File: config.mk
export PLATFORM = sky130hd
export DESIGN_NAME = mc_ctrl_fsm
export DESIGN_NICKNAME = d
export VERILOG_FILES = /design/src/rtl/mc_ctrl_pkg.sv /design/src/rtl/mc_ctrl_decode.sv /design/src/rtl/mc_ctrl_fsm.sv
export SDC_FILE = /design/constraint.sdc
export NUM_CORES = 1
export LEC_CHECK = 0
export BUFFER_PORTS_ARGS = -buffer_cell sky130_fd_sc_hd__buf_2
export CAP_MARGIN = 20
export CORE_AREA = 2 2 83 85
export DETAILED_ROUTE_END_ITERATION = 8
export DIE_AREA = 0 0 85 87
export GPL_TIMING_DRIVEN = 0
export PLACE_DENSITY_LB_ADDON = 0.1
export SYNTH_ARGS = -nofsm -noshare
export SYNTH_HDL_FRONTEND = slang
export SYNTH_SLANG_ARGS = --single-unit
File: constraint.sdc
create_clock -name clk_i -period 3.5 [get_ports clk_i]
set_input_delay 0.35 -clock clk_i [delete_from_list [all_inputs] [get_ports clk_i]]
set_output_delay 0.35 -clock clk_i [all_outputs]
set_load 0.02 [all_outputs]
File: src/rtl/mc_ctrl_pkg.sv
// Shared definitions for the multi-cycle MIPS control sequencer:
// state encoding, opcode/funct constants, datapath mux encodings,
// the control-vector struct and the DECODE dispatch helper.
package mc_ctrl_pkg;

    typedef enum logic [3:0] {
        ST_IDLE     = 4'd0,
        ST_FETCH    = 4'd1,
        ST_DECODE   = 4'd2,
        ST_MEM_ADDR = 4'd3,
        ST_MEM_RD   = 4'd4,
        ST_MEM_WB   = 4'd5,
        ST_MEM_WR   = 4'd6,
        ST_R_EXEC   = 4'd7,
        ST_R_WB     = 4'd8,
        ST_I_EXEC   = 4'd9,
        ST_I_WB     = 4'd10,
        ST_BRANCH   = 4'd11,
        ST_JUMP     = 4'd12,
        ST_JAL      = 4'd13,
        ST_JR       = 4'd14
    } state_t;

    localparam logic [5:0] OP_RTYPE = 6'b000000;
    localparam logic [5:0] OP_LW    = 6'b100011;
    localparam logic [5:0] OP_SW    = 6'b101011;
    localparam logic [5:0] OP_BEQ   = 6'b000100;
    localparam logic [5:0] OP_BNE   = 6'b000101;
    localparam logic [5:0] OP_ADDI  = 6'b001000;
    localparam logic [5:0] OP_SLTI  = 6'b001010;
    localparam logic [5:0] OP_J     = 6'b000010;
    localparam logic [5:0] OP_JAL   = 6'b000011;
    localparam logic [5:0] FUNCT_JR = 6'b001000;

    localparam logic [2:0] ALUOP_ADD   = 3'b000;
    localparam logic [2:0] ALUOP_SUB   = 3'b001;
    localparam logic [2:0] ALUOP_RTYPE = 3'b010;
    localparam logic [2:0] ALUOP_SLT   = 3'b011;

    localparam logic [1:0] PCSRC_ALU    = 2'd0;
    localparam logic [1:0] PCSRC_ALUOUT = 2'd1;
    localparam logic [1:0] PCSRC_JUMP   = 2'd2;
    localparam logic [1:0] PCSRC_A      = 2'd3;

    localparam logic [1:0] REGDST_RT = 2'd0;
    localparam logic [1:0] REGDST_RD = 2'd1;
    localparam logic [1:0] REGDST_RA = 2'd2;

    localparam logic [1:0] MEM2REG_ALUOUT = 2'd0;
    localparam logic [1:0] MEM2REG_MDR    = 2'd1;
    localparam logic [1:0] MEM2REG_PC     = 2'd2;

    localparam logic       SRCA_PC = 1'b0;
    localparam logic       SRCA_A  = 1'b1;

    localparam logic [1:0] SRCB_B       = 2'd0;
    localparam logic [1:0] SRCB_FOUR    = 2'd1;
    localparam logic [1:0] SRCB_SEXT    = 2'd2;
    localparam logic [1:0] SRCB_SEXT_SH2 = 2'd3;

    typedef struct packed {
        logic       pc_write;
        logic       pc_write_cond;
        logic       branch_ne;
        logic       iord;
        logic       mem_read;
        logic       mem_write;
        logic       ir_write;
        logic       reg_write;
        logic [1:0] reg_dst;
        logic [1:0] mem_to_reg;
        logic       alu_src_a;
        logic [1:0] alu_src_b;
        logic [2:0] alu_op;
        logic [1:0] pc_source;
    } ctrl_t;

    localparam ctrl_t CTRL_ZERO = '{default: '0};

    // State that follows DECODE for a given instruction; ST_FETCH means
    // the opcode is unsupported (retired as a nop).
    function automatic state_t dispatch(input logic [5:0] opcode, input logic [5:0] funct);
        state_t nxt;
        case (opcode)
            OP_RTYPE: nxt = (funct == FUNCT_JR) ? ST_JR : ST_R_EXEC;
            OP_LW,
            OP_SW:    nxt = ST_MEM_ADDR;
            OP_BEQ,
            OP_BNE:   nxt = ST_BRANCH;
            OP_ADDI,
            OP_SLTI:  nxt = ST_I_EXEC;
            OP_J:     nxt = ST_JUMP;
            OP_JAL:   nxt = ST_JAL;
            default:  nxt = ST_FETCH;
        endcase
        return nxt;
    endfunction

endpackage

File: src/rtl/mc_ctrl_decode.sv
// Combinational state -> control-vector table for the multi-cycle sequencer.
// Ports:
//   i_state     current state register
//   i_mem_ready memory handshake (only qualifies the PC/IR load in FETCH)
//   i_slt       registered "instruction is slti" flag (selects I_EXEC ALU op)
//   i_bne       registered "instruction is bne" flag (branch sense)
//   o_ctrl      full control vector
module mc_ctrl_decode
    import mc_ctrl_pkg::*;
(
    input  state_t i_state,
    input  logic   i_mem_ready,
    input  logic   i_slt,
    input  logic   i_bne,
    output ctrl_t  o_ctrl
);

    // Per-state control table; every field defaults to zero.
    always_comb begin
        o_ctrl = CTRL_ZERO;
        case (i_state)
            ST_FETCH: begin
                o_ctrl.iord      = 1'b0;
                o_ctrl.mem_read  = 1'b1;
                // PC and IR load only on the cycle the fetch completes.
                o_ctrl.ir_write  = i_mem_ready;
                o_ctrl.pc_write  = i_mem_ready;
                o_ctrl.alu_src_a = SRCA_PC;
                o_ctrl.alu_src_b = SRCB_FOUR;
                o_ctrl.alu_op    = ALUOP_ADD;
                o_ctrl.pc_source = PCSRC_ALU;
            end
            ST_DECODE: begin
                // Speculative branch target into ALUOut.
                o_ctrl.alu_src_a = SRCA_PC;
                o_ctrl.alu_src_b = SRCB_SEXT_SH2;
                o_ctrl.alu_op    = ALUOP_ADD;
            end
            ST_MEM_ADDR: begin
                o_ctrl.alu_src_a = SRCA_A;
                o_ctrl.alu_src_b = SRCB_SEXT;
                o_ctrl.alu_op    = ALUOP_ADD;
            end
            ST_MEM_RD: begin
                o_ctrl.iord     = 1'b1;
                o_ctrl.mem_read = 1'b1;
            end
            ST_MEM_WB: begin
                o_ctrl.reg_write  = 1'b1;
                o_ctrl.reg_dst    = REGDST_RT;
                o_ctrl.mem_to_reg = MEM2REG_MDR;
            end
            ST_MEM_WR: begin
                o_ctrl.iord      = 1'b1;
                o_ctrl.mem_write = 1'b1;
            end
            ST_R_EXEC: begin
                o_ctrl.alu_src_a = SRCA_A;
                o_ctrl.alu_src_b = SRCB_B;
                o_ctrl.alu_op    = ALUOP_RTYPE;
            end
            ST_R_WB: begin
                o_ctrl.reg_write  = 1'b1;
                o_ctrl.reg_dst    = REGDST_RD;
                o_ctrl.mem_to_reg = MEM2REG_ALUOUT;
            end
            ST_I_EXEC: begin
                o_ctrl.alu_src_a = SRCA_A;
                o_ctrl.alu_src_b = SRCB_SEXT;
                o_ctrl.alu_op    = i_slt ? ALUOP_SLT : ALUOP_ADD;
            end
            ST_I_WB: begin
                o_ctrl.reg_write  = 1'b1;
                o_ctrl.reg_dst    = REGDST_RT;
                o_ctrl.mem_to_reg = MEM2REG_ALUOUT;
            end
            ST_BRANCH: begin
                o_ctrl.alu_src_a     = SRCA_A;
                o_ctrl.alu_src_b     = SRCB_B;
                o_ctrl.alu_op        = ALUOP_SUB;
                o_ctrl.pc_write_cond = 1'b1;
                o_ctrl.pc_source     = PCSRC_ALUOUT;
                o_ctrl.branch_ne     = i_bne;
            end
            ST_JUMP: begin
                o_ctrl.pc_write  = 1'b1;
                o_ctrl.pc_source = PCSRC_JUMP;
            end
            ST_JAL: begin
                o_ctrl.pc_write   = 1'b1;
                o_ctrl.pc_source  = PCSRC_JUMP;
                o_ctrl.reg_write  = 1'b1;
                o_ctrl.reg_dst    = REGDST_RA;
                o_ctrl.mem_to_reg = MEM2REG_PC;
            end
            ST_JR: begin
                o_ctrl.pc_write  = 1'b1;
                o_ctrl.pc_source = PCSRC_A;
            end
            default: o_ctrl = CTRL_ZERO;
        endcase
    end

endmodule

File: src/rtl/mc_ctrl_fsm.sv
// Multi-cycle MIPS control sequencer. Walks each instruction through
// fetch/decode/execute/memory/writeback, stalls on mem_ready_i, keeps a
// sticky illegal-opcode flag and counts retired instructions.
// Ports:
//   clk_i, rst_i (async, active-low), start_i (leave IDLE)
//   opcode_i/funct_i  IR fields, valid from DECODE onward
//   mem_ready_i       shared memory completed current access
//   *_o controls      Moore decode of the state register (PC/IR load in
//                     FETCH is qualified by mem_ready_i)
//   state_o           debug state, illegal_o sticky flag, instr_cnt_o count
module mc_ctrl_fsm
    import mc_ctrl_pkg::*;
#(
    parameter int CNT_W = 32
) (
    input  logic             clk_i,
    input  logic             rst_i,
    input  logic             start_i,
    input  logic [5:0]       opcode_i,
    input  logic [5:0]       funct_i,
    input  logic             mem_ready_i,
    output logic             pc_write_o,
    output logic             pc_write_cond_o,
    output logic             branch_ne_o,
    output logic             iord_o,
    output logic             mem_read_o,
    output logic             mem_write_o,
    output logic             ir_write_o,
    output logic             reg_write_o,
    output logic [1:0]       reg_dst_o,
    output logic [1:0]       mem_to_reg_o,
    output logic             alu_src_a_o,
    output logic [1:0]       alu_src_b_o,
    output logic [2:0]       alu_op_o,
    output logic [1:0]       pc_source_o,
    output logic [3:0]       state_o,
    output logic             illegal_o,
    output logic [CNT_W-1:0] instr_cnt_o
);

    state_t           r_state;
    state_t           w_next;
    logic             r_illegal;
    logic [CNT_W-1:0] r_cnt;
    // Opcode-derived flags latched when leaving DECODE so later states
    // decode purely from registers.
    logic             r_is_lw;
    logic             r_is_slt;
    logic             r_is_bne;
    state_t           w_dispatch;
    logic             w_retire;
    ctrl_t            w_ctrl;

    assign w_dispatch = dispatch(opcode_i, funct_i);

    // Next-state logic.
    always_comb begin
        w_next = r_state;
        case (r_state)
            ST_IDLE:     w_next = start_i ? ST_FETCH : ST_IDLE;
            ST_FETCH:    w_next = mem_ready_i ? ST_DECODE : ST_FETCH;
            ST_DECODE:   w_next = w_dispatch;
            ST_MEM_ADDR: w_next = r_is_lw ? ST_MEM_RD : ST_MEM_WR;
            ST_MEM_RD:   w_next = mem_ready_i ? ST_MEM_WB : ST_MEM_RD;
            ST_MEM_WR:   w_next = mem_ready_i ? ST_FETCH : ST_MEM_WR;
            ST_R_EXEC:   w_next = ST_R_WB;
            ST_I_EXEC:   w_next = ST_I_WB;
            ST_MEM_WB,
            ST_R_WB,
            ST_I_WB,
            ST_BRANCH,
            ST_JUMP,
            ST_JAL,
            ST_JR:       w_next = ST_FETCH;
            default:     w_next = ST_IDLE;
        endcase
    end

    // An instruction retires on every entry into FETCH except from IDLE
    // (the FETCH self-loop while stalled is not an entry).
    assign w_retire = (r_state != ST_IDLE) && (r_state != ST_FETCH) && (w_next == ST_FETCH);

    // State register, instruction flags, sticky illegal and retire counter.
    always_ff @(posedge clk_i or negedge rst_i) begin
        if (!rst_i) begin
            r_state   <= ST_IDLE;
            r_illegal <= 1'b0;
            r_cnt     <= {CNT_W{1'b0}};
            r_is_lw   <= 1'b0;
            r_is_slt  <= 1'b0;
            r_is_bne  <= 1'b0;
        end else begin
            r_state <= w_next;
            if (r_state == ST_DECODE) begin
                r_is_lw  <= (opcode_i == OP_LW);
                r_is_slt <= (opcode_i == OP_SLTI);
                r_is_bne <= opcode_i[0];
                if (w_dispatch == ST_FETCH) begin
                    r_illegal <= 1'b1;
                end else begin
                    r_illegal <= r_illegal;
                end
            end else begin
                r_is_lw   <= r_is_lw;
                r_is_slt  <= r_is_slt;
                r_is_bne  <= r_is_bne;
                r_illegal <= r_illegal;
            end
            if (w_retire) begin
                r_cnt <= r_cnt + {{(CNT_W-1){1'b0}}, 1'b1};
            end else begin
                r_cnt <= r_cnt;
            end
        end
    end

    mc_ctrl_decode u_decode (
        .i_state     (r_state),
        .i_mem_ready (mem_ready_i),
        .i_slt       (r_is_slt),
        .i_bne       (r_is_bne),
        .o_ctrl      (w_ctrl)
    );

    assign pc_write_o      = w_ctrl.pc_write;
    assign pc_write_cond_o = w_ctrl.pc_write_cond;
    assign branch_ne_o     = w_ctrl.branch_ne;
    assign iord_o          = w_ctrl.iord;
    assign mem_read_o      = w_ctrl.mem_read;
    assign mem_write_o     = w_ctrl.mem_write;
    assign ir_write_o      = w_ctrl.ir_write;
    assign reg_write_o     = w_ctrl.reg_write;
    assign reg_dst_o       = w_ctrl.reg_dst;
    assign mem_to_reg_o    = w_ctrl.mem_to_reg;
    assign alu_src_a_o     = w_ctrl.alu_src_a;
    assign alu_src_b_o     = w_ctrl.alu_src_b;
    assign alu_op_o        = w_ctrl.alu_op;
    assign pc_source_o     = w_ctrl.pc_source;
    assign state_o         = r_state;
    assign illegal_o       = r_illegal;
    assign instr_cnt_o     = r_cnt;

endmodule
* Yosys cells after proc, flatten, opt, wreduce, memory -nomap -nowiden *
Cells that the tools add are included.

cells by class
  reduce and logical (&&, ||, !) cells = 14
  $add $sub $neg = 1
  multiplexer cells = 18
  eq/ne operators = 26

operators by type and width
  operator                                                count
  case mux 4 bit (9 select lines)                         1
  case mux 6 bit (6 select lines)                         1
  adder 32 x 1 -> 32 bit (second input constant)          1
  equality test 4 bit (second input constant)             7
  case mux 4 bit (6 select lines)                         1
  case mux 5 bit (4 select lines)                         1
  equality test 6 x 4 -> 1 bit (second input constant)    3
  equality test 4 x 3 -> 1 bit (second input constant)    4
  equality test 4 x 1 -> 1 bit (second input constant)    3
  equality test 6 x 2 -> 1 bit (second input constant)    2
  equality test 6 x 3 -> 1 bit (second input constant)    2
  equality test 6 bit (second input constant)             2
  OR reduction 2 bit                                      6
  equality test 4 x 2 -> 1 bit (second input constant)    2
  2-to-1 mux 2 bit                                        4
  OR reduction 7 bit                                      1
  logical NOT 6 bit                                       1
  2-to-1 mux 1 bit                                        6
  case mux 2 bit (3 select lines)                         1
  logical NOT 4 bit                                       1
  2-to-1 mux 4 bit                                        1
  inequality test 4 x 1 -> 1 bit (second input constant)  1
  nonzero test 4 bit                                      1
  2-to-1 mux 3 bit                                        1
  other kinds (4)                                         5

storage, ports and cells
  logic and storage cells = 65
  bits of input ports = 16
  output and inout bits = 57
  register bits = 40

* Longest topological paths before layout *
Gate-level depths: netlist of the first run.

  depth in word-level cells = 6
  depth in mapped cells = 10

* Cells and area by module *
A second synthesis of the first run with hierarchy kept.

second synthesis, totals
  cell total of the unflattened synthesis = 268
  area, all modules = 2,610.0 µm²

by module, submodules not included
  module          cells each  seq. area each (µm²)  area each (µm²)  times used
  mc_ctrl_fsm     227         1,001.0               2,328.5          1
  mc_ctrl_decode  41          0.0                   281.5            1

* Worst setup path after synthesis of the first run *
OpenSTA, ideal clock, no wires.

  path kind = register to register
  start = register r_state[3], in the netlist state_o[3]
  end = register r_cnt[22], in the netlist instr_cnt_o[22]
  path buffers = 3
  path slack = 0.784 ns
  arrival time = 2.586 ns
  stages on the path, launching flop included = 10
  path through = dfrtp_1 > buf_6 > or4b_4 > buf_6 > a31oi_1 > nor3_1 > or3_1 > buf_2 > or4b_4 > xnor2_2

between the ends
  longest elaborated chain between the ends = 5

ends and longest elaborated chain
  item                                                                        RTL line            source
  start: declaration                                                          mc_ctrl_fsm.sv:41   state_t r_state;
  start signal: assignment                                                    mc_ctrl_fsm.sv:93   r_state <= w_next;
  equality test 4 x 3 -> 1 bit / equality test 4 bit (equally long branches)  mc_ctrl_fsm.sv:59   case (r_state)
  OR reduction 7 bit                                                          mc_ctrl_fsm.sv:59
  case mux 4 bit (9 select lines)                                             mc_ctrl_fsm.sv:59
  equality test 4 x 1 -> 1 bit                                                mc_ctrl_fsm.sv:81   assign w_retire = (r_state != ST_IDLE) && (r_state != ST_FETCH) && (w_next == ST_FETCH);
  logical AND 1 bit (*)                                                       mc_ctrl_fsm.sv:81
  end signal: assignment                                                      mc_ctrl_fsm.sv:88   r_cnt <= {CNT_W{1'b0}};
  end signal: assignment                                                      mc_ctrl_fsm.sv:110  r_cnt <= r_cnt + {{(CNT_W-1){1'b0}}, 1'b1};
  end signal: assignment                                                      mc_ctrl_fsm.sv:112  r_cnt <= r_cnt;
  end: declaration                                                            mc_ctrl_fsm.sv:44   logic [CNT_W-1:0] r_cnt;

Mark *: on every way between the ends. The rest lies on a longest branch, timed or not.
A chain may end at the register's enable or synchronous reset.

* Worst setup path in the final report of the first run *
  start = register r_state[1], in the netlist state_o[1]
  end = register r_cnt[1], in the netlist instr_cnt_o[1]

The elaborated chain is that of the path after synthesis.

==> flow_summary.ini, run 1 <==
[detailed_routing]
post_drt_wl_per_cell_um = 14.8
drt-total-wl_um = 6390
drc = 0
first_pass_iters = 4
post_drt_via_cell_ratio = 5.31
drtAntennaViolNets = 0
drt_iter0_markers = 82
num_vias = 2300

[setup_path]
cp_common_cell = buf_2
slowest_stage = or4b_2
path_cells = buf_2 > or4b_2 > o21ai_1 > nor3_1 > or3_1 > buf_2 > buf_6 > nor2_1 > mux2_1
crit_path_max_fanout = 10
worstPathRequired_ns = 3.68
cp-end-kind = flip-flop
timing.rr.end = instr_cnt_o[1]
crit_type = reg -> reg
cpPeakStageDelay_ns = 0.66
crit_family = simple AND/OR/NAND/NOR gates
reg2reg_depth = 9
cp-start-kind = flip-flop
rr_startpoint = state_o[1]
ff2ff_setup_slack_ns = 0.74
worstPathArrival_ns = 2.94
crit_buf_inv = 3

[floorplan]
io_pins = 73
fp-row-count = 30
start_util_pct = 39.0
core_area_um2 = 6570
die_area_um2 = 7400
fp.dieH_um = 87
die_w_um = 85

[sta]
maxSlewHeadroom_pct = 40.5
finalSetupTns_ns = 0
worst_pin_slew_ns = 0.893
holdWs_ns = 0.180
fin_crit_sh_pct = 78.8
period_needed_ns = 2.76
rsz0062_at_grt = no
hold_viol = 0
fmax_ghz = 0.363
skew_ns = 0.00813
setup_viol = 0
final_max_slew_viol_count = 0

[layout]
nFillCells = 672
multi_input_area_um2 = 1410
drive_gt1_share_pct = 30.0
most-common-layout-cells = buf_2 (69), dfrtp_1 (40), xor2_1 (29), nand2_1 (23)
layout_commonest_cell = buf_2
antenna_cells = 0
seqCellArea_um2 = 1000
final_cells = 433
syn_to_final_growth_pct = 20.6
num-nets-final = 369
postLayoutCoreUtil_pct = 47.0

[grt]
grt_pass1_vias = 2197
grt_max_degree = 41
gr-total-overflow = 0
grt_pass1_wl_um = 10700
grt_usage_pct = 18.0
antenna_found_initial = 0

[clock_tree]
insertion_delay_ns = 0.29
h-tree-depth = 2
postCtsSetupBuffers = 0
cts.sinks = 40
clk_pin_slew_ns = 0.08
cts-root-buf = clkbuf_8
cts_tree = yes
cts_buffers = 5
clk_path_buf_depth = 2
cts_resized = 0
cts_hold_buf = 0

[place]
gp_congestion = 0.805
dp_hpwl_um = 4680
numPortBuffers = 67
dp.cells = 425

[yosys]
synth_ff_type = dfrtp_1
yosysSeqAreaShare_pct = 39.1
yosysUniqueCellTypes = 51
async_reset_ff_share_pct = 100
ys_ff_latch = 40
syn_inst = 278
syn_avg_cell_area_um2 = 9.20
syn_area_um2 = 2560
synth_warnings = 0
synth_nets = 295
synth_edf_count = 0

[pwr]
swShare_pct = 43.5
pwr-share-clk_pct = 18.9
p_comb_share_pct = 46.0
power_switching_w = 0.000738
ir_drop_uv = 347
powerDensity_nw_per_um2 = 550
internal_power_w = 0.000960
seq_power_share_pct = 35.1
leakagePower_nw = 1.55

[outcome]
status = completed

[min_path]
hold_path.class = in -> async

[flow_run]
drv_cap = 0
-- stage by stage --
step	area [µm²]	power [W]	worst slack [ns]
finish	3090	0.00170	0.743
global route	3090	0.00182	0.544
CTS	3090	0.00171	0.748
detailed placement	2990	0.00139	0.763
global placement	2990	0.00138	0.759
floorplan	2560	0.00116	0.784
-- layout make-up --
cell class                 instances  area share, %
clock inverter                     2          0.324
sequential                        40           32.4
timing repair buffer              67           10.9
tap                               80           3.24
clock buffer                       6           2.68
multi-input combinational        210           45.8
inverter                           6          0.730
buffer                            22           3.97
-- routing by layer --
metal  wire length [µm]  vias up  global-route usage (%)
met5                  0        -                       0
met1               3050     1087                    25.2
met4                 63        0                    5.34
met3                341        7                    2.75
met2               2930       70                    28.8
li1                   -     1136                       -
-- cells in the mapped netlist, types with 2 or more instances --
master / number / share of area [%]
o21bai_1: 2 / 0.59
and4_1: 4 / 1.4
xor2_1: 29 / 9.9
nor4b_1: 3 / 1.0
nand3_1: 13 / 2.5
o21ai_1: 2 / 0.39
o21ai_0: 6 / 1.2
dfrtp_1: 40 / 39
buf_2: 2 / 0.39
and3_1: 3 / 0.73
nand4_1: 13 / 3.2
nand2b_1: 7 / 1.7
nor4_2: 14 / 6.8
nor4_1: 2 / 0.49
nor4b_2: 2 / 1.2
o22ai_1: 2 / 0.49
nor2b_1: 4 / 0.98
or2_2: 3 / 0.73
clkbuf_1: 13 / 1.9
nor2_1: 21 / 3.1
xnor2_1: 3 / 1.0
nor3_1: 21 / 4.1
a21oi_1: 8 / 1.6
nand2_1: 23 / 3.4
buf_6: 4 / 1.8
or4b_4: 2 / 1.1
buf_4: 2 / 0.59
nor3b_1: 2 / 0.59
inv_1: 6 / 0.88
-- power by group through the flow --
stage                     Sequential, W  Combinational (W)  Clock [W]
after floorplan                0.000643           0.000512          0
after global placement         0.000605           0.000778          0
after detailed placement       0.000603           0.000784          0
after CTS                      0.000596           0.000784   0.000333
after global routing           0.000608           0.000863   0.000352
final                          0.000597           0.000781   0.000321
-- worst register-to-register path, delay by kind of cell (launching register included) --
family	cells	cell delay (ns)
multiplexers	1	0.34
AO/OA/AOI/OAI	1	0.15
AND/OR/NAND/NOR	4	1.28
flip-flops	1	0.38
buffers and inverters	3	0.49
-- state kept, by name (all words and copies together), names as in the netlist --
register and cells:
state_o 4, instr_cnt_o 32, r_is_slt 1, r_is_lw 1, r_is_bne 1, illegal_o 1
-- cells by family (layout without fill, tap and decap cells) --
family	after synthesis	in the layout	synth area share, %
AOI/OAI and AO/OA	31	31	7.73
xor gates and xnor gates	33	33	11.6
adders and majority gates	1	1	0.489
buffers and inverters	28	103	5.67
DFF	40	40	39.1
muxes	2	2	0.831
other	1	1	0.147
and+or+nand+nor	142	142	34.4
-- worst max path at each step --
stage | cells past startpoint | from | endpoint | slack [ns]
finish | 9 | state_o[1] | instr_cnt_o[1] | 0.74
global route | 9 | state_o[1] | instr_cnt_o[6] | 0.54
CTS | 9 | state_o[1] | instr_cnt_o[1] | 0.75
detailed placement | 9 | state_o[1] | instr_cnt_o[2] | 0.76
global placement | 9 | state_o[1] | instr_cnt_o[5] | 0.76
floorplan | 9 | state_o[3] | instr_cnt_o[22] | 0.78
Power figures use the tool's default switching activity.
==> inputs of run 2 (changes only) <==
--- a/config.mk
+++ b/config.mk
@@ -5,11 +5,12 @@
 export SDC_FILE = /design/constraint.sdc
 export NUM_CORES = 1
 export LEC_CHECK = 0
+export ABC_AREA = 1
 export BUFFER_PORTS_ARGS = -buffer_cell sky130_fd_sc_hd__buf_2
 export CAP_MARGIN = 20
-export CORE_AREA = 2 2 83 85
+export CORE_AREA = 2 2 87 89
 export DETAILED_ROUTE_END_ITERATION = 8
-export DIE_AREA = 0 0 85 87
+export DIE_AREA = 0 0 89 91
 export GPL_TIMING_DRIVEN = 0
 export PLACE_DENSITY_LB_ADDON = 0.1
 export SYNTH_ARGS = -nofsm -noshare
==> constraint.sdc (replaced) <==
create_clock -name clk_i -period 2.6 [get_ports clk_i]
set_input_delay 0.26 -clock clk_i [delete_from_list [all_inputs] [get_ports clk_i]]
set_output_delay 0.26 -clock clk_i [all_outputs]
set_load 0.02 [all_outputs]
==> flow_summary.ini, run 2 <==
[outcome]
status = completed

[yosys]
yosysSeqAreaShare_pct = 35.5
async_reset_ff_share_pct = 100
yosysUniqueCellTypes = 29
synth_common_cells = nand2_1 (153), nor2_1 (57), nand3_1 (49)
syn_area_um2 = 2820
ys_ff_latch = 40
synth_nets = 444
ys_top_cells_by_area = dfrtp_1 (36%), nand2_1 (20%), nand3_1 (8.7%)
syn_inst = 427
post-synth-top-area-fraction_pct = 35.5
synth_top_area_cell = dfrtp_1
synth.most_common_cell = nand2_1
syn_avg_cell_area_um2 = 6.60
synth_edf_count = 0
synth_warnings = 0
synth_ff_type = dfrtp_1

[floorplan]
io_pins = 73
die_w_um = 89
die_area_um2 = 8100
start_util_pct = 39.5
fp.dieH_um = 91
core_area_um2 = 7140
fp-row-count = 31

[detailed_routing]
drt-total-wl_um = 7970
num_vias = 2926
drt_iter0_markers = 145
first_pass_iters = 5
post_drt_via_cell_ratio = 4.84
post_drt_wl_per_cell_um = 13.2
drtAntennaViolNets = 0
drc = 0

[sta]
fmax_ghz = 0.526
holdWs_ns = 0.0824
period_needed_ns = 1.90
skew_ns = 0.0105
rsz0062_at_grt = no
final_max_slew_viol_count = 0
finalSetupTns_ns = 0
setup_viol = 0
hold_viol = 0
worst_pin_slew_ns = 0.899
fin_crit_sh_pct = 73.1
maxSlewHeadroom_pct = 40.1
layout_setup_ws_ns = 0.700

[setup_path]
cp-start-kind = flip-flop
path_cells = buf_2 > inv_1 > nor2_1 > o211ai_1 > nand3_1 > a21oi_1 > nand2_1 > nor2_4 > nand2_4 > buf_6 > nand2_1 > nand2_1
rr_startpoint = state_o[0]
slowest_stage = dfrtp_1
ff2ff_setup_slack_ns = 0.70
worstPathArrival_ns = 2.08
cpPeakStageDelay_ns = 0.39
timing.rr.end = instr_cnt_o[8]
cp-end-kind = flip-flop
reg2reg_depth = 12
crit_path_max_fanout = 10
worstPathRequired_ns = 2.78
cp_common_cell = nand2_1
crit_type = reg -> reg

[clock_tree]
clk_pin_slew_ns = 0.07
clk_path_buf_depth = 2
cts_resized = 0
cts_buffers = 5
cts_tree = yes
cts-root-buf = clkbuf_8
insertion_delay_ns = 0.30
h-tree-depth = 2
cts_hold_buf = 0
cts.sinks = 40
postCtsSetupBuffers = 0

[layout]
postLayoutCoreUtil_pct = 47.5
antenna_cells = 0
most-common-layout-cells = nand2_1 (153), buf_2 (75), nor2_1 (57), nand3_1 (49), dfrtp_1 (40)
nFillCells = 830
drive_gt1_share_pct = 19.4
syn_to_final_growth_pct = 20.3
largest_reg_flops = 32
num-nets-final = 522
layout_commonest_cell = nand2_1

[pwr]
powerDensity_nw_per_um2 = 726
ir_drop_uv = 380
leakagePower_nw = 1.94
total_power_w = 0.00246

[grt]
antenna_found_initial = 0
grt_max_degree = 41
gr-total-overflow = 0
grt_usage_pct = 20.4
grt_pass1_vias = 2743
grt_pass1_wl_um = 13100

[flow_run]
drv_cap = 0

[place]
gp_congestion = 0.898
detailedPlace.worstSlack_ns = 0.701
numPortBuffers = 71
dp_hpwl_um = 6280

[min_path]
hold_path.class = in -> async
run 2: cells by family (layout without fill, tap and decap cells):
family | after synthesis | in the layout | share of synthesized area (%)
buffers and inverters | 52 | 131 | 8.57
other | 1 | 1 | 0.133
XOR/XNOR | 24 | 24 | 7.46
adder cells (fa/ha/maj) | 1 | 1 | 0.444
AND/OR/NAND/NOR | 293 | 293 | 44.5
AO/OA/AOI/OAI | 16 | 16 | 3.33
flip-flops | 40 | 40 | 35.5
run 2: area by class of cell:
| cell class | instances | area (µm²) | share of cell area (%) |
|---|---|---|---|
| Clock inverter | 2 | 10.0 | 0.295 |
| Multi-Input combinational cell | 335 | 1570 | 46.5 |
| Tap cell | 99 | 124 | 3.66 |
| Sequential cell | 40 | 1000 | 29.5 |
| Buffer | 13 | 95.1 | 2.81 |
| Clock buffer | 6 | 82.6 | 2.44 |
| Timing Repair Buffer | 71 | 355 | 10.5 |
| Inverter | 39 | 146 | 4.32 |
run 2: per-layer routing:
layer | track usage [%] | vias to the layer above | wire length, µm
li1 | - | 1508 | -
met1 | 29.8 | 1343 | 4090
met2 | 31.8 | 65 | 3510
met3 | 2.55 | 10 | 266
met4 | 4.98 | 0 | 110
met5 | 0 | - | 0
run 2: worst max-delay path: cells and delay by family, from the launching register on:
family,cells,cell delay [ns]
and+or+nand+nor,7,0.68
buffers and inverters,3,0.45
AOI/OAI and AO/OA,2,0.28
DFF,1,0.39
run 2: through the flow:
| step | cell area (µm²) | cells |
|---|---|---|
| 2_1_floorplan | 2820 | 427 |
| 3_3_place_gp | 3300 | 597 |
| 3_5_place_dp | 3300 | 597 |
| 4_1_cts | 3390 | 605 |
| 5_1_grt | 3390 | 605 |
| 6_report | 3390 | 605 |
run 2: power by group:
| part | switching [W] | internal (W) |
|---|---|---|
| clock network | 0.000218 | 0.000212 |
| logic | 0.000876 | 0.000390 |
| registers | 0.0000776 | 0.000687 |
| total | 0.00117 | 0.00129 |
run 2: worst max path at each step:
stage | from | to | slack [ns] | depth (start not counted)
after floorplan | state_o[0] | instr_cnt_o[2] | 0.74 | 11
after global placement | state_o[0] | instr_cnt_o[27] | 0.70 | 12
after detailed placement | state_o[0] | instr_cnt_o[27] | 0.70 | 12
after CTS | state_o[0] | instr_cnt_o[7] | 0.68 | 12
after global routing | state_o[0] | instr_cnt_o[0] | 0.50 | 12
final | state_o[0] | instr_cnt_o[8] | 0.70 | 12
==> inputs of run 3 (changes only) <==
==> constraint.sdc (replaced) <==
create_clock -name clk_i -period 1.6 [get_ports clk_i]
set_input_delay 0.16 -clock clk_i [delete_from_list [all_inputs] [get_ports clk_i]]
set_output_delay 0.16 -clock clk_i [all_outputs]
set_load 0.02 [all_outputs]
==> flow_summary.ini, run 3 (same netlist as run 2, synthesis figures left out) <==
[place]
gp_congestion = 0.875
numPortBuffers = 71
dp_hpwl_um = 6050

[grt]
use_met2_pct = 35.2
gr-total-overflow = 0
antenna_found_initial = 0
grt_pass1_wl_um = 13900
top_usage_layer = met2
grt_pass1_vias = 2928
grt_max_degree = 41
met3_usage_pct = 3.73
grt_usage_pct = 21.6
grt_use_met1_pct = 30.0

[setup_path]
worstPathArrival_ns = 2.02
worstPathRequired_ns = 1.78
ff2ff_setup_slack_ns = -0.24
cp-end-kind = flip-flop
timing.rr.end = instr_cnt_o[29]
reg2reg_depth = 13
crit_path_max_fanout = 7
rr_startpoint = state_o[0]
crit_type = reg -> reg
cp-start-kind = flip-flop

[sta]
final_max_slew_viol_count = 0
period_needed_ns = 1.84
hold_viol = 6
skew_ns = 0.00664
setup_viol = 41
rsz0062_at_grt = yes
fin_crit_sh_pct = 115
holdWs_ns = -0.00866
worst_pin_slew_ns = 0.903
maxSlewHeadroom_pct = 39.8
fmax_ghz = 0.543
layout_setup_ws_ns = -0.241

[pwr]
total_power_w = 0.00545
seq_power_share_pct = 24.3
swShare_pct = 44.8
p_comb_share_pct = 60.5
leakagePower_nw = 2.15
power_switching_w = 0.00244
ir_drop_uv = 640
powerDensity_nw_per_um2 = 1380
internal_power_w = 0.00301
pwr-share-clk_pct = 15.2

[outcome]
status = complete, but fails checks
violations = negative hold slack, negative setup slack

[clock_tree]
cts_buffers = 5
h-tree-depth = 2
insertion_delay_ns = 0.29
cts_tree = yes
clk_pin_slew_ns = 0.08
cts-root-buf = clkbuf_8
clk_path_buf_depth = 2
cts.sinks = 40

[min_path]
hold_path.class = in -> async

[layout]
num-nets-final = 548
largest_reg_flops = 32
drive_gt1_share_pct = 35.3
most-common-layout-cells = nand2_1 (111), buf_2 (65), nor2_1 (47), nand3_1 (47), nand2_2 (38)
antenna_cells = 0
layout_commonest_cell = nand2_1
syn_to_final_growth_pct = 39.8

[floorplan]
die_w_um = 89
core_area_um2 = 7140
fp-row-count = 31
fp.dieH_um = 91
start_util_pct = 39.5
io_pins = 73
die_area_um2 = 8100

[detailed_routing]
num_vias = 3088
post_drt_wl_per_cell_um = 13.5
drt_iter0_markers = 199
first_pass_iters = 5
drtAntennaViolNets = 0
drt-total-wl_um = 8540
drc = 0
post_drt_via_cell_ratio = 4.89

[flow_run]
drv_cap = 0
run 3: worst max-delay path, cell delays in order (launching register included):
cell and delay [ns]:
dfrtp_2 0.48, buf_6 0.14, nor2_4 0.03, nand2_2 0.08, nand2_2 0.05, nor2_2 0.09
nand2_1 0.07, nor2_1 0.10, nand2_1 0.08, nor2_4 0.17, nand2_4 0.15, buf_8 0.18
nand2_2 0.05, nand2_1 0.05
run 3: how the worst max path moves through the flow:
stage	startpoint	to	slack, ns	cells past startpoint
finish	state_o[0]	instr_cnt_o[29]	-0.24	13
global route	state_o[1]	instr_cnt_o[24]	-0.37	13
CTS	state_o[1]	instr_cnt_o[24]	-0.15	13
detailed placement	state_o[3]	instr_cnt_o[29]	-0.24	12
global placement	state_o[3]	instr_cnt_o[27]	-0.25	11
floorplan	state_o[0]	instr_cnt_o[2]	-0.09	14
run 3: final cells by class:
cell class,count,area [µm²]
Inverter,39,149
Sequential cell,40,1010
Buffer,12,110
Clock inverter,2,35.0
Multi-Input combinational cell,335,1790
Timing Repair Buffer,98,648
Tap cell,99,124
Clock buffer,6,72.6
Fill cell,756,3200
run 3: metrics by stage:
stage	setup TNS, ns	instances	util, %	setup slack [ns]	cell area [µm²]
after global routing	-12.87	631	55.2	-0.365	3940
after floorplan	-2.79	427	-	-0.0920	2850
after CTS	-4.61	630	52.9	-0.151	3780
final	-7.68	631	55.2	-0.241	3940
after global placement	-7.09	597	46.7	-0.248	3330
after detailed placement	-7.00	597	46.7	-0.235	3330
run 3: per-layer routing:
layer  up-vias  part of all wire (%)
met1      1427                    47
met2        85                    47
met3        11                   5.2
met5         -                     0
met4         0                   1.0
li1       1565                     -
run 3: repair_timing:
item                                    in CTS  in global routing
pin swaps                                    9                 17
resized for setup                           46                 56
gates cloned                                 2                  1
hold buffers                                 0                  0
endpoints found under the setup margin      39                 49
buffers inserted                            24                  2
run 3: power groups by stage:
stage | registers (W) | clock network (W) | logic [W]
floorplan | 0.00135 | 0 | 0.00146
global placement | 0.00128 | 0 | 0.00212
detailed placement | 0.00128 | 0 | 0.00214
CTS | 0.00129 | 0.000854 | 0.00301
global route | 0.00134 | 0.000906 | 0.00354
finish | 0.00132 | 0.000829 | 0.00330
